--- config.mk ---
export PLATFORM = sky130hd
export DESIGN_NAME = i2s_receiver
export DESIGN_NICKNAME = d
export VERILOG_FILES = /design/src/rtl/i2s_pkg.sv /design/src/rtl/i2s_sync_edge.sv /design/src/rtl/i2s_receiver.sv
export SDC_FILE = /design/constraint.sdc
export NUM_CORES = 1
export LEC_CHECK = 0
export BUFFER_PORTS_ARGS = -buffer_cell sky130_fd_sc_hd__buf_2
export CAP_MARGIN = 20
export CELL_PAD_IN_SITES_DETAIL_PLACEMENT = 0
export CELL_PAD_IN_SITES_GLOBAL_PLACEMENT = 1
export CORE_MARGIN = 5
export CORE_UTILIZATION = 40
export DETAILED_ROUTE_END_ITERATION = 16
export PLACE_DENSITY = 0.79
export REMOVE_ABC_BUFFERS = 1
export SLEW_MARGIN = 5
export SYNTH_ARGS = -nofsm -noshare
export SYNTH_HDL_FRONTEND = slang
export SYNTH_HIERARCHICAL = 1
export SYNTH_SLANG_ARGS = --single-unit
export TNS_END_PERCENT = 50
--- constraint.sdc ---
create_clock -name clk -period 4.9 [get_ports clk]
set_input_delay 0.98 -clock clk [delete_from_list [all_inputs] [get_ports clk]]
set_output_delay 0.98 -clock clk [all_outputs]
set_load 0.005 [all_outputs]
--- src/rtl/i2s_pkg.sv ---
// Purpose : Shared definitions for the I2S receiver and transmitter.
// Contents: default sample width, channel encoding on lrclk and the
//           output-buffer state encoding.
package i2s_pkg;

    // Default bits per PCM sample per channel.
    localparam int I2S_DATA_WIDTH_DEFAULT = 16;

    // Channel selected by lrclk (word select).
    localparam logic LEFT  = 1'b0;
    localparam logic RIGHT = 1'b1;

    // Output buffer state: EMPTY drives pcm_valid low, FULL drives it high.
    typedef enum logic [0:0] {
        ST_EMPTY = 1'b0,
        ST_FULL  = 1'b1
    } out_state_t;

endpackage : i2s_pkg

--- src/rtl/i2s_sync_edge.sv ---
// Purpose : Brings one asynchronous input into the clk domain through a
//           SYNC_STAGES-deep flop chain and registers the result once more
//           so a rising edge can be detected.
// Ports   : clk, rst_n   - system clock, async active-low reset
//           i_async      - asynchronous input
//           o_sync       - synchronized level
//           o_rise       - one-cycle pulse: synchronized level is 1, previous 0
module i2s_sync_edge #(
    parameter int SYNC_STAGES = 2
) (
    input  logic clk,
    input  logic rst_n,
    input  logic i_async,
    output logic o_sync,
    output logic o_rise
);

    logic [SYNC_STAGES-1:0] r_sync;
    logic                   r_prev;

    // Synchronizer chain followed by the edge-detect history flop.
    always_ff @(posedge clk or negedge rst_n) begin
        if (!rst_n) begin
            r_sync <= {SYNC_STAGES{1'b0}};
            r_prev <= 1'b0;
        end else begin
            r_sync <= {r_sync[SYNC_STAGES-2:0], i_async};
            r_prev <= r_sync[SYNC_STAGES-1];
        end
    end

    assign o_sync = r_sync[SYNC_STAGES-1];
    assign o_rise = r_sync[SYNC_STAGES-1] & ~r_prev;

endmodule : i2s_sync_edge

--- src/rtl/i2s_receiver.sv ---
// Purpose : I2S slave receiver. Deserializes left/right words from an
//           external bclk/lrclk/sd stream (MSB first, one-bit lrclk delay),
//           pairs them and hands each stereo pair to a consumer through a
//           valid/ready buffer with a sticky overrun flag.
// Ports   : clk, rst_n            - system clock, async active-low reset
//           i2s_bclk/lrclk/sd     - asynchronous I2S inputs
//           pcm_left/pcm_right    - delivered stereo pair
//           pcm_valid/pcm_ready   - pair handshake
//           overrun / overrun_clr - sticky "pair dropped" flag and its clear
module i2s_receiver
    import i2s_pkg::*;
#(
    parameter int DATA_WIDTH  = I2S_DATA_WIDTH_DEFAULT,
    parameter int SYNC_STAGES = 2
) (
    input  logic                  clk,
    input  logic                  rst_n,
    input  logic                  i2s_bclk,
    input  logic                  i2s_lrclk,
    input  logic                  i2s_sd,
    output logic [DATA_WIDTH-1:0] pcm_left,
    output logic [DATA_WIDTH-1:0] pcm_right,
    output logic                  pcm_valid,
    input  logic                  pcm_ready,
    output logic                  overrun,
    input  logic                  overrun_clr
);

    localparam int            CW       = $clog2(DATA_WIDTH + 1);
    localparam logic [CW-1:0] CNT_FULL = CW'(DATA_WIDTH);
    localparam logic [CW-1:0] CNT_ONE  = CW'(1);
    localparam logic [CW-1:0] CNT_ZERO = CW'(0);

    // Synchronized inputs
    logic w_bclk_sync;
    logic w_bclk_rise;
    logic w_lr_sync;
    logic w_lr_rise_unused;
    logic w_sd_sync;
    logic w_sd_rise_unused;

    // Deserializer state
    logic [CW-1:0]         r_bit_cnt;
    logic [DATA_WIDTH-1:0] r_shift;
    logic [DATA_WIDTH-1:0] r_left_hold;
    logic                  r_left_held;
    logic                  r_lr_prev;

    // Completed pair, valid for one cycle
    logic [DATA_WIDTH-1:0] r_pair_left;
    logic [DATA_WIDTH-1:0] r_pair_right;
    logic                  r_pair_vld;

    // Output buffer
    out_state_t            r_state;
    logic [DATA_WIDTH-1:0] r_pcm_left;
    logic [DATA_WIDTH-1:0] r_pcm_right;
    logic                  r_pcm_valid;
    logic                  r_overrun;

    // Next-bit datapath
    logic [CW-1:0]         w_cnt_next;
    logic [DATA_WIDTH-1:0] w_shift_next;
    logic [DATA_WIDTH-1:0] w_word;
    logic                  w_lr_change;
    logic                  w_drop;

    i2s_sync_edge #(.SYNC_STAGES(SYNC_STAGES)) u_sync_bclk (
        .clk     (clk),
        .rst_n   (rst_n),
        .i_async (i2s_bclk),
        .o_sync  (w_bclk_sync),
        .o_rise  (w_bclk_rise)
    );

    i2s_sync_edge #(.SYNC_STAGES(SYNC_STAGES)) u_sync_lrclk (
        .clk     (clk),
        .rst_n   (rst_n),
        .i_async (i2s_lrclk),
        .o_sync  (w_lr_sync),
        .o_rise  (w_lr_rise_unused)
    );

    i2s_sync_edge #(.SYNC_STAGES(SYNC_STAGES)) u_sync_sd (
        .clk     (clk),
        .rst_n   (rst_n),
        .i_async (i2s_sd),
        .o_sync  (w_sd_sync),
        .o_rise  (w_sd_rise_unused)
    );

    // Shift/count result of the current bclk edge; bits past DATA_WIDTH are ignored.
    always_comb begin
        w_shift_next = r_shift;
        w_cnt_next   = r_bit_cnt;
        if (w_bclk_rise && (r_bit_cnt < CNT_FULL)) begin
            w_shift_next = {r_shift[DATA_WIDTH-2:0], w_sd_sync};
            w_cnt_next   = r_bit_cnt + CNT_ONE;
        end else begin
            w_shift_next = r_shift;
            w_cnt_next   = r_bit_cnt;
        end
    end

    // Short words are left-aligned: the missing LSBs come out as zero.
    assign w_word      = w_shift_next << (CNT_FULL - w_cnt_next);
    assign w_lr_change = w_bclk_rise & (w_lr_sync != r_lr_prev);
    assign w_drop      = (r_state == ST_FULL) & r_pair_vld & ~pcm_ready;

    // Deserializer: accumulate bits, commit a word on each lrclk change and pair left with right.
    always_ff @(posedge clk or negedge rst_n) begin
        if (!rst_n) begin
            r_bit_cnt    <= CNT_ZERO;
            r_shift      <= {DATA_WIDTH{1'b0}};
            r_left_hold  <= {DATA_WIDTH{1'b0}};
            r_left_held  <= 1'b0;
            r_lr_prev    <= LEFT;
            r_pair_left  <= {DATA_WIDTH{1'b0}};
            r_pair_right <= {DATA_WIDTH{1'b0}};
            r_pair_vld   <= 1'b0;
        end else begin
            r_pair_vld <= 1'b0;
            if (w_lr_change) begin
                r_bit_cnt <= CNT_ZERO;
                r_shift   <= {DATA_WIDTH{1'b0}};
                r_lr_prev <= w_lr_sync;
                // A word with no bits before the change edge has no slot behind
                // it (e.g. the first bclk edge after reset with lrclk high):
                // it is discarded and breaks any pending pairing.
                if (r_bit_cnt == CNT_ZERO) begin
                    r_left_held <= 1'b0;
                end else if (r_lr_prev == LEFT) begin
                    r_left_hold <= w_word;
                    r_left_held <= 1'b1;
                end else if (r_left_held) begin
                    r_pair_left  <= r_left_hold;
                    r_pair_right <= w_word;
                    r_pair_vld   <= 1'b1;
                    r_left_held  <= 1'b0;
                end else begin
                    r_left_held <= 1'b0;
                end
            end else if (w_bclk_rise) begin
                r_bit_cnt <= w_cnt_next;
                r_shift   <= w_shift_next;
            end else begin
                r_bit_cnt <= r_bit_cnt;
                r_shift   <= r_shift;
            end
        end
    end

    // Output buffer FSM with sticky overrun; a new drop beats a simultaneous clear.
    always_ff @(posedge clk or negedge rst_n) begin
        if (!rst_n) begin
            r_state     <= ST_EMPTY;
            r_pcm_valid <= 1'b0;
            r_pcm_left  <= {DATA_WIDTH{1'b0}};
            r_pcm_right <= {DATA_WIDTH{1'b0}};
            r_overrun   <= 1'b0;
        end else begin
            r_overrun <= w_drop | (r_overrun & ~overrun_clr);
            case (r_state)
                ST_EMPTY: begin
                    if (r_pair_vld) begin
                        r_pcm_left  <= r_pair_left;
                        r_pcm_right <= r_pair_right;
                        r_pcm_valid <= 1'b1;
                        r_state     <= ST_FULL;
                    end else begin
                        r_pcm_valid <= 1'b0;
                        r_state     <= ST_EMPTY;
                    end
                end
                ST_FULL: begin
                    if (pcm_ready && r_pair_vld) begin
                        // Consumer takes the old pair while the new one lands.
                        r_pcm_left  <= r_pair_left;
                        r_pcm_right <= r_pair_right;
                        r_pcm_valid <= 1'b1;
                        r_state     <= ST_FULL;
                    end else if (pcm_ready) begin
                        r_pcm_valid <= 1'b0;
                        r_state     <= ST_EMPTY;
                    end else begin
                        // Held pair stays stable; any arriving pair is dropped.
                        r_pcm_valid <= 1'b1;
                        r_state     <= ST_FULL;
                    end
                end
                default: begin
                    r_pcm_valid <= 1'b0;
                    r_state     <= ST_EMPTY;
                end
            endcase
        end
    end

    assign pcm_left  = r_pcm_left;
    assign pcm_right = r_pcm_right;
    assign pcm_valid = r_pcm_valid;
    assign overrun   = r_overrun;

endmodule : i2s_receiver

==> results of run 1 <==
[through the flow]
step	util	instances	setup slack, ns	cell area, sq um
floorplan	-	458	1.45	5110
global placement	0.437	677	1.23	5580
detailed placement	0.438	678	1.09	5590
CTS	0.479	707	1.08	6120
global route	0.480	708	0.788	6130
finish	0.480	708	1.06	6130
[placed cells by master (no fill, tap or decap), types with 6 or more instances in the layout]
cell and count:
buf_2 39, dfrtp_1 113, mux2_2 43, a311oi_1 6, mux2i_1 21, nor2_1 21, a22o_1 17, o21ai_0 25
nor3_1 6, inv_1 12, buf_4 10, nand2_1 110, clkbuf_16 17
[registers in the layout, summed over array words and instances, names as in the netlist, 2 cells and up]
name	cells
r_shift	16
pcm_left	16
u_sync_bclk/r_sync	2
u_sync_sd/r_sync	2
u_sync_lrclk/r_sync	2
pcm_right	16
r_left_hold	16
r_bit_cnt	5
r_pair_left	16
r_pair_right	16
[power by group through the flow]
stage	clock network [mW]	logic [mW]	registers (mW)
after detailed placement	0	0.354	1.09
after global placement	0	0.344	1.08
after global routing	1.17	0.394	1.08
after floorplan	0	0.262	1.06
final	1.10	0.355	1.07
after CTS	1.13	0.356	1.07
[how the worst max path moves through the flow]
stage / start / end / slack, ns / cells after the start
floorplan: r_bit_cnt[0] / r_pair_right[7] / 1.45 / 8
global placement: r_bit_cnt[0] / r_left_hold[11] / 1.23 / 9
detailed placement: r_bit_cnt[0] / r_left_hold[11] / 1.09 / 9
CTS: r_bit_cnt[0] / r_left_hold[11] / 1.08 / 9
global route: r_bit_cnt[0] / r_left_hold[11] / 0.79 / 9
finish: r_bit_cnt[0] / r_left_hold[11] / 1.06 / 9
[area by class of cell]
type                    instances  area (sq um)
clock inverters                 6          60.1
well taps                     172           215
repair buffers                 49           270
flip-flops and latches        113          2830
inverters                      12          45.0
fillers                      1183          6650
multi-input cells             333          2240
clock buffers                  23           468
[worst reg2reg max path, delay by kind of cell, from the launching register on]
| kind | cells | cell delay (ns) |
|---|---|---|
| muxes | 1 | 0.40 |
| and+or+nand+nor | 2 | 0.50 |
| buffers and inverters | 1 | 0.33 |
| xor gates and xnor gates | 1 | 0.53 |
| adders and majority gates | 1 | 0.46 |
| AOI/OAI and AO/OA | 3 | 0.48 |
| DFF | 1 | 0.99 |
[layer usage]
layer | vias to the layer above | track usage | routed length (um)
met4 | 0 | 0.0535 | 139
met1 | 1815 | 0.198 | 5190
li1 | 1796 | - | -
met5 | - | 0 | 0
met3 | 12 | 0.0570 | 455
met2 | 73 | 0.230 | 5310
==> results.json, run 1 <==
{
  "gp_congestion": 0.891,
  "slowest_delay_ns": 0.99,
  "cts-resized-gates": 0,
  "dp_hpwl_mm": 7.56,
  "wire_per_inst_um": 15.7,
  "p_leak_nw": 3.03,
  "maxCapViolations": 0,
  "tns_ns": 0,
  "grt_first_pass_wirelength_mm": 19.1,
  "antenna_found_initial": 0,
  "vias": 3696,
  "min_period_over_period": 0.784,
  "synth_warnings": 6,
  "finalMaxSlewViolations": 0,
  "via_per_inst": 5.22,
  "grt_overflow": 0,
  "grt_pass1_vias": 3707,
  "synth_area_per_cell_sq_um": 10.7,
  "period_needed_ns": 3.84,
  "reg2reg_to": "r_left_hold[11]",
  "critPathMaxFanout": 36,
  "cp.required_ns": 5.16,
  "wirelength_mm": 11.1,
  "slowest_stage": "dfrtp_1",
  "n_antenna_cell": 0,
  "cts_root_buffer": "clkbuf_16",
  "io_buffers": 40,
  "ioPinCount": 41,
  "hold_depth": 0,
  "cts_tree": "done",
  "clk_path_buf_depth": 2,
  "dieWidth_um": 125,
  "power_switching_share": 0.265,
  "syn_area_sq_um": 5250,
  "relSlewSlack": 0.343,
  "hold_end": "u_sync_sd/r_sync[1]",
  "path_cells": "inv_1 > ha_1 > nand4bb_1 > o31ai_4 > nand2_1 > xnor2_2 > mux2_2 > a21oi_1 > a211oi_1",
  "postCtsSetupBuffers": 0,
  "clock_power_share": 0.436,
  "drive_gt1_frac": 0.235,
  "area_growth_pct": 16.6,
  "fmax_mhz": 260,
  "path_delay_family": "flip-flops",
  "clk_latency_ns": 0.42,
  "numClockSinks": 113,
  "critPathLaunchType": "register",
  "num_rows": 41,
  "sequentialPowerShare": 0.424,
  "drc": 0,
  "regToRegStartpoint": "r_bit_cnt[0]",
  "cts_buffers": 17,
  "status": "finished, final reports clean",
  "core_sq_um": 12800,
  "power_switching_mw": 0.669,
  "nNetsFinal": 535,
  "worst_slew_pin_slew_ns": 0.986,
  "drtIter0Drc": 227,
  "hold_class": "reg2reg",
  "grt_usage": 0.151,
  "initial_utilization": 0.411,
  "p_per_area_nw_per_um2": 412,
  "crit_type": "reg2reg",
  "cp-end-kind": "register",
  "rsz0062_at_grt": "false",
  "r2r_slack_ns": 1.06,
  "die_h_um": 125,
  "path_buf_inv": 1,
  "cts_hold_buf": 0,
  "dieArea_sq_um": 15500,
  "ir_worst_vdd_mv": 0.199,
  "drtAntennaViolNets": 0,
  "power_frac_comb": 0.140,
  "total_power_mw": 2.53,
  "finClkSkew_ns": 0.0131,
  "clk_transition_reported_paths_ns": 0.05,
  "worstRegToRegCells": 9,
  "synthCells": 489,
  "worstHoldStart": "u_sync_sd/r_sync[0]",
  "critPathArrivalTime_ns": 4.09,
  "grt_max_degree": 76,
  "drt_first_pass_iters": 4,
  "htreeDepth": 4,
  "final_hold_viol_count": 0,
  "p_int_mw": 1.86,
  "timing.final.setup_violations": 0,
  "holdWs_ns": 0.342
}
Note: power is estimated with default switching activity, not from simulation.
==> run 2: changes to the inputs <==
- PLACE_DENSITY: 0.79 -> 0.82
- clock period: 4.9 -> 3.45 ns (I/O delays scaled with it)
==> results.json, run 2 (synthesized netlist as in run 1, its figures left out) <==
{
  "clock_power_share": 0.462,
  "grt_max_degree": 86,
  "wire_per_inst_um": 15.6,
  "clk_path_buf_depth": 2,
  "antenna_found_initial": 0,
  "clk_latency_ns": 0.42,
  "grt_first_pass_wirelength_mm": 19.6,
  "critPathLaunchType": "register",
  "worst_slack_ns": 0.570,
  "wirelength_mm": 11.2,
  "fillers": 1161,
  "n_antenna_cell": 0,
  "ioPinCount": 41,
  "slowest_delay_ns": 0.52,
  "worst_slew_pin_slew_ns": 0.705,
  "tns_ns": 0,
  "period_needed_ns": 2.88,
  "critPathArrivalTime_ns": 3.19,
  "power_switching_mw": 1.01,
  "cp.required_ns": 3.76,
  "drt_first_pass_iters": 4,
  "hold_class": "in2async",
  "dp_hpwl_mm": 7.73,
  "path_buf_inv": 2,
  "relSlewSlack": 0.525,
  "critPathMaxFanout": 13,
  "finalMaxSlewViolations": 0,
  "rsz0062_at_grt": "false",
  "nNetsFinal": 542,
  "maxCapViolations": 0,
  "gp_congestion": 0.854,
  "slowest_stage": "dfrtp_1",
  "crit_type": "reg2reg",
  "critPathMostFrequentCell": "nand2_1",
  "grt_overflow": 0,
  "initial_utilization": 0.411,
  "final_hold_viol_count": 0,
  "via_per_inst": 5.29,
  "core_sq_um": 12800,
  "path_delay_family": "simple AND/OR/NAND/NOR gates",
  "cts_buffers": 17,
  "power_frac_comb": 0.142,
  "cts_hold_buf": 0,
  "cts_root_buffer": "clkbuf_16",
  "drc": 0,
  "die_h_um": 125,
  "ir_worst_vdd_mv": 0.308,
  "path_cells": "inv_1 > ha_1 > nand4bb_1 > o31ai_4 > nand2_1 > xnor2_2 > buf_4 > mux2i_1 > nand2_1 > a311oi_1",
  "cts_tree": "done",
  "grt_usage": 0.155,
  "num_rows": 41,
  "dieWidth_um": 125,
  "status": "finished, final reports clean",
  "drtAntennaViolNets": 0,
  "finClkSkew_ns": 0.00786,
  "final_common_cell": "dfrtp_1",
  "final_cell_mix": "113 x dfrtp_1, 110 x nand2_1, 43 x mux2_2",
  "dieArea_sq_um": 15500,
  "fmax_mhz": 347,
  "p_int_mw": 2.80,
  "power_switching_share": 0.264,
  "drtIter0Drc": 238,
  "clk_transition_reported_paths_ns": 0.05,
  "io_buffers": 40,
  "cts-resized-gates": 0,
  "vias": 3797,
  "place_ws_ns": 0.590,
  "area_growth_pct": 19.5,
  "min_period_over_period": 0.835,
  "p_per_area_nw_per_um2": 607,
  "p_leak_nw": 3.10,
  "sequentialPowerShare": 0.395,
  "grt_pass1_vias": 3864,
  "htreeDepth": 4,
  "postCtsSetupBuffers": 0,
  "timing.final.setup_violations": 0,
  "drive_gt1_frac": 0.255,
  "numClockSinks": 113,
  "cp-end-kind": "register"
}
-- run 2: area by class of cell --
type / count / area (sq um) / area share
Timing Repair Buffer: 56 / 343 / 0.0546
Clock inverter: 13 / 161 / 0.0257
Clock buffer: 19 / 443 / 0.0706
Multi-Input combinational cell: 333 / 2240 / 0.357
Sequential cell: 113 / 2830 / 0.451
Inverter: 12 / 45.0 / 0.00718
Tap cell: 172 / 215 / 0.0343
-- run 2: final timing paths --
path | slack (ns) | start | end | cells after the start
max | 0.57 | r_bit_cnt[0] | r_pair_right[8] | 10
min | 0.26 | rst_n | u_sync_bclk/r_sync[0] | 1
max reg2reg | 0.57 | r_bit_cnt[0] | r_pair_right[8] | 10
min reg2reg | 0.35 | u_sync_sd/r_sync[0] | u_sync_sd/r_sync[1] | 0
max in group asynchronous | 2.33 | rst_n | pcm_right[4] | 3
min in group clk | 0.35 | u_sync_sd/r_sync[0] | u_sync_sd/r_sync[1] | 0
-- run 2: layer usage --
layer / up-vias / GRT usage / share of wire / routed length (um)
li1: 1822 / - / - / -
met1: 1898 / 0.203 / 0.46 / 5200
met2: 68 / 0.240 / 0.49 / 5490
met3: 9 / 0.0545 / 0.040 / 443
met4: 0 / 0.0503 / 0.0070 / 78
met5: - / 0 / 0 / 0
-- run 2: metrics by stage --
step	util	hold WS (ns)	cell area, sq um	std cells	total power, mW
after floorplan	-	0.331	5110	458	1.88
after global placement	0.441	0.333	5640	684	2.05
after detailed placement	0.442	0.337	5640	685	2.07
after CTS	0.489	0.349	6250	717	3.85
after global routing	0.491	0.284	6280	718	3.99
final	0.491	0.258	6280	718	3.81
-- run 2: power by group through the flow --
stage                     registers [mW]  clock network [mW]  logic, mW
after floorplan                     1.51                   0      0.372
final                               1.50                1.76      0.542
after global placement              1.52                   0      0.531
after CTS                           1.50                1.81      0.543
after global routing                1.51                1.86      0.611
after detailed placement            1.53                   0      0.542
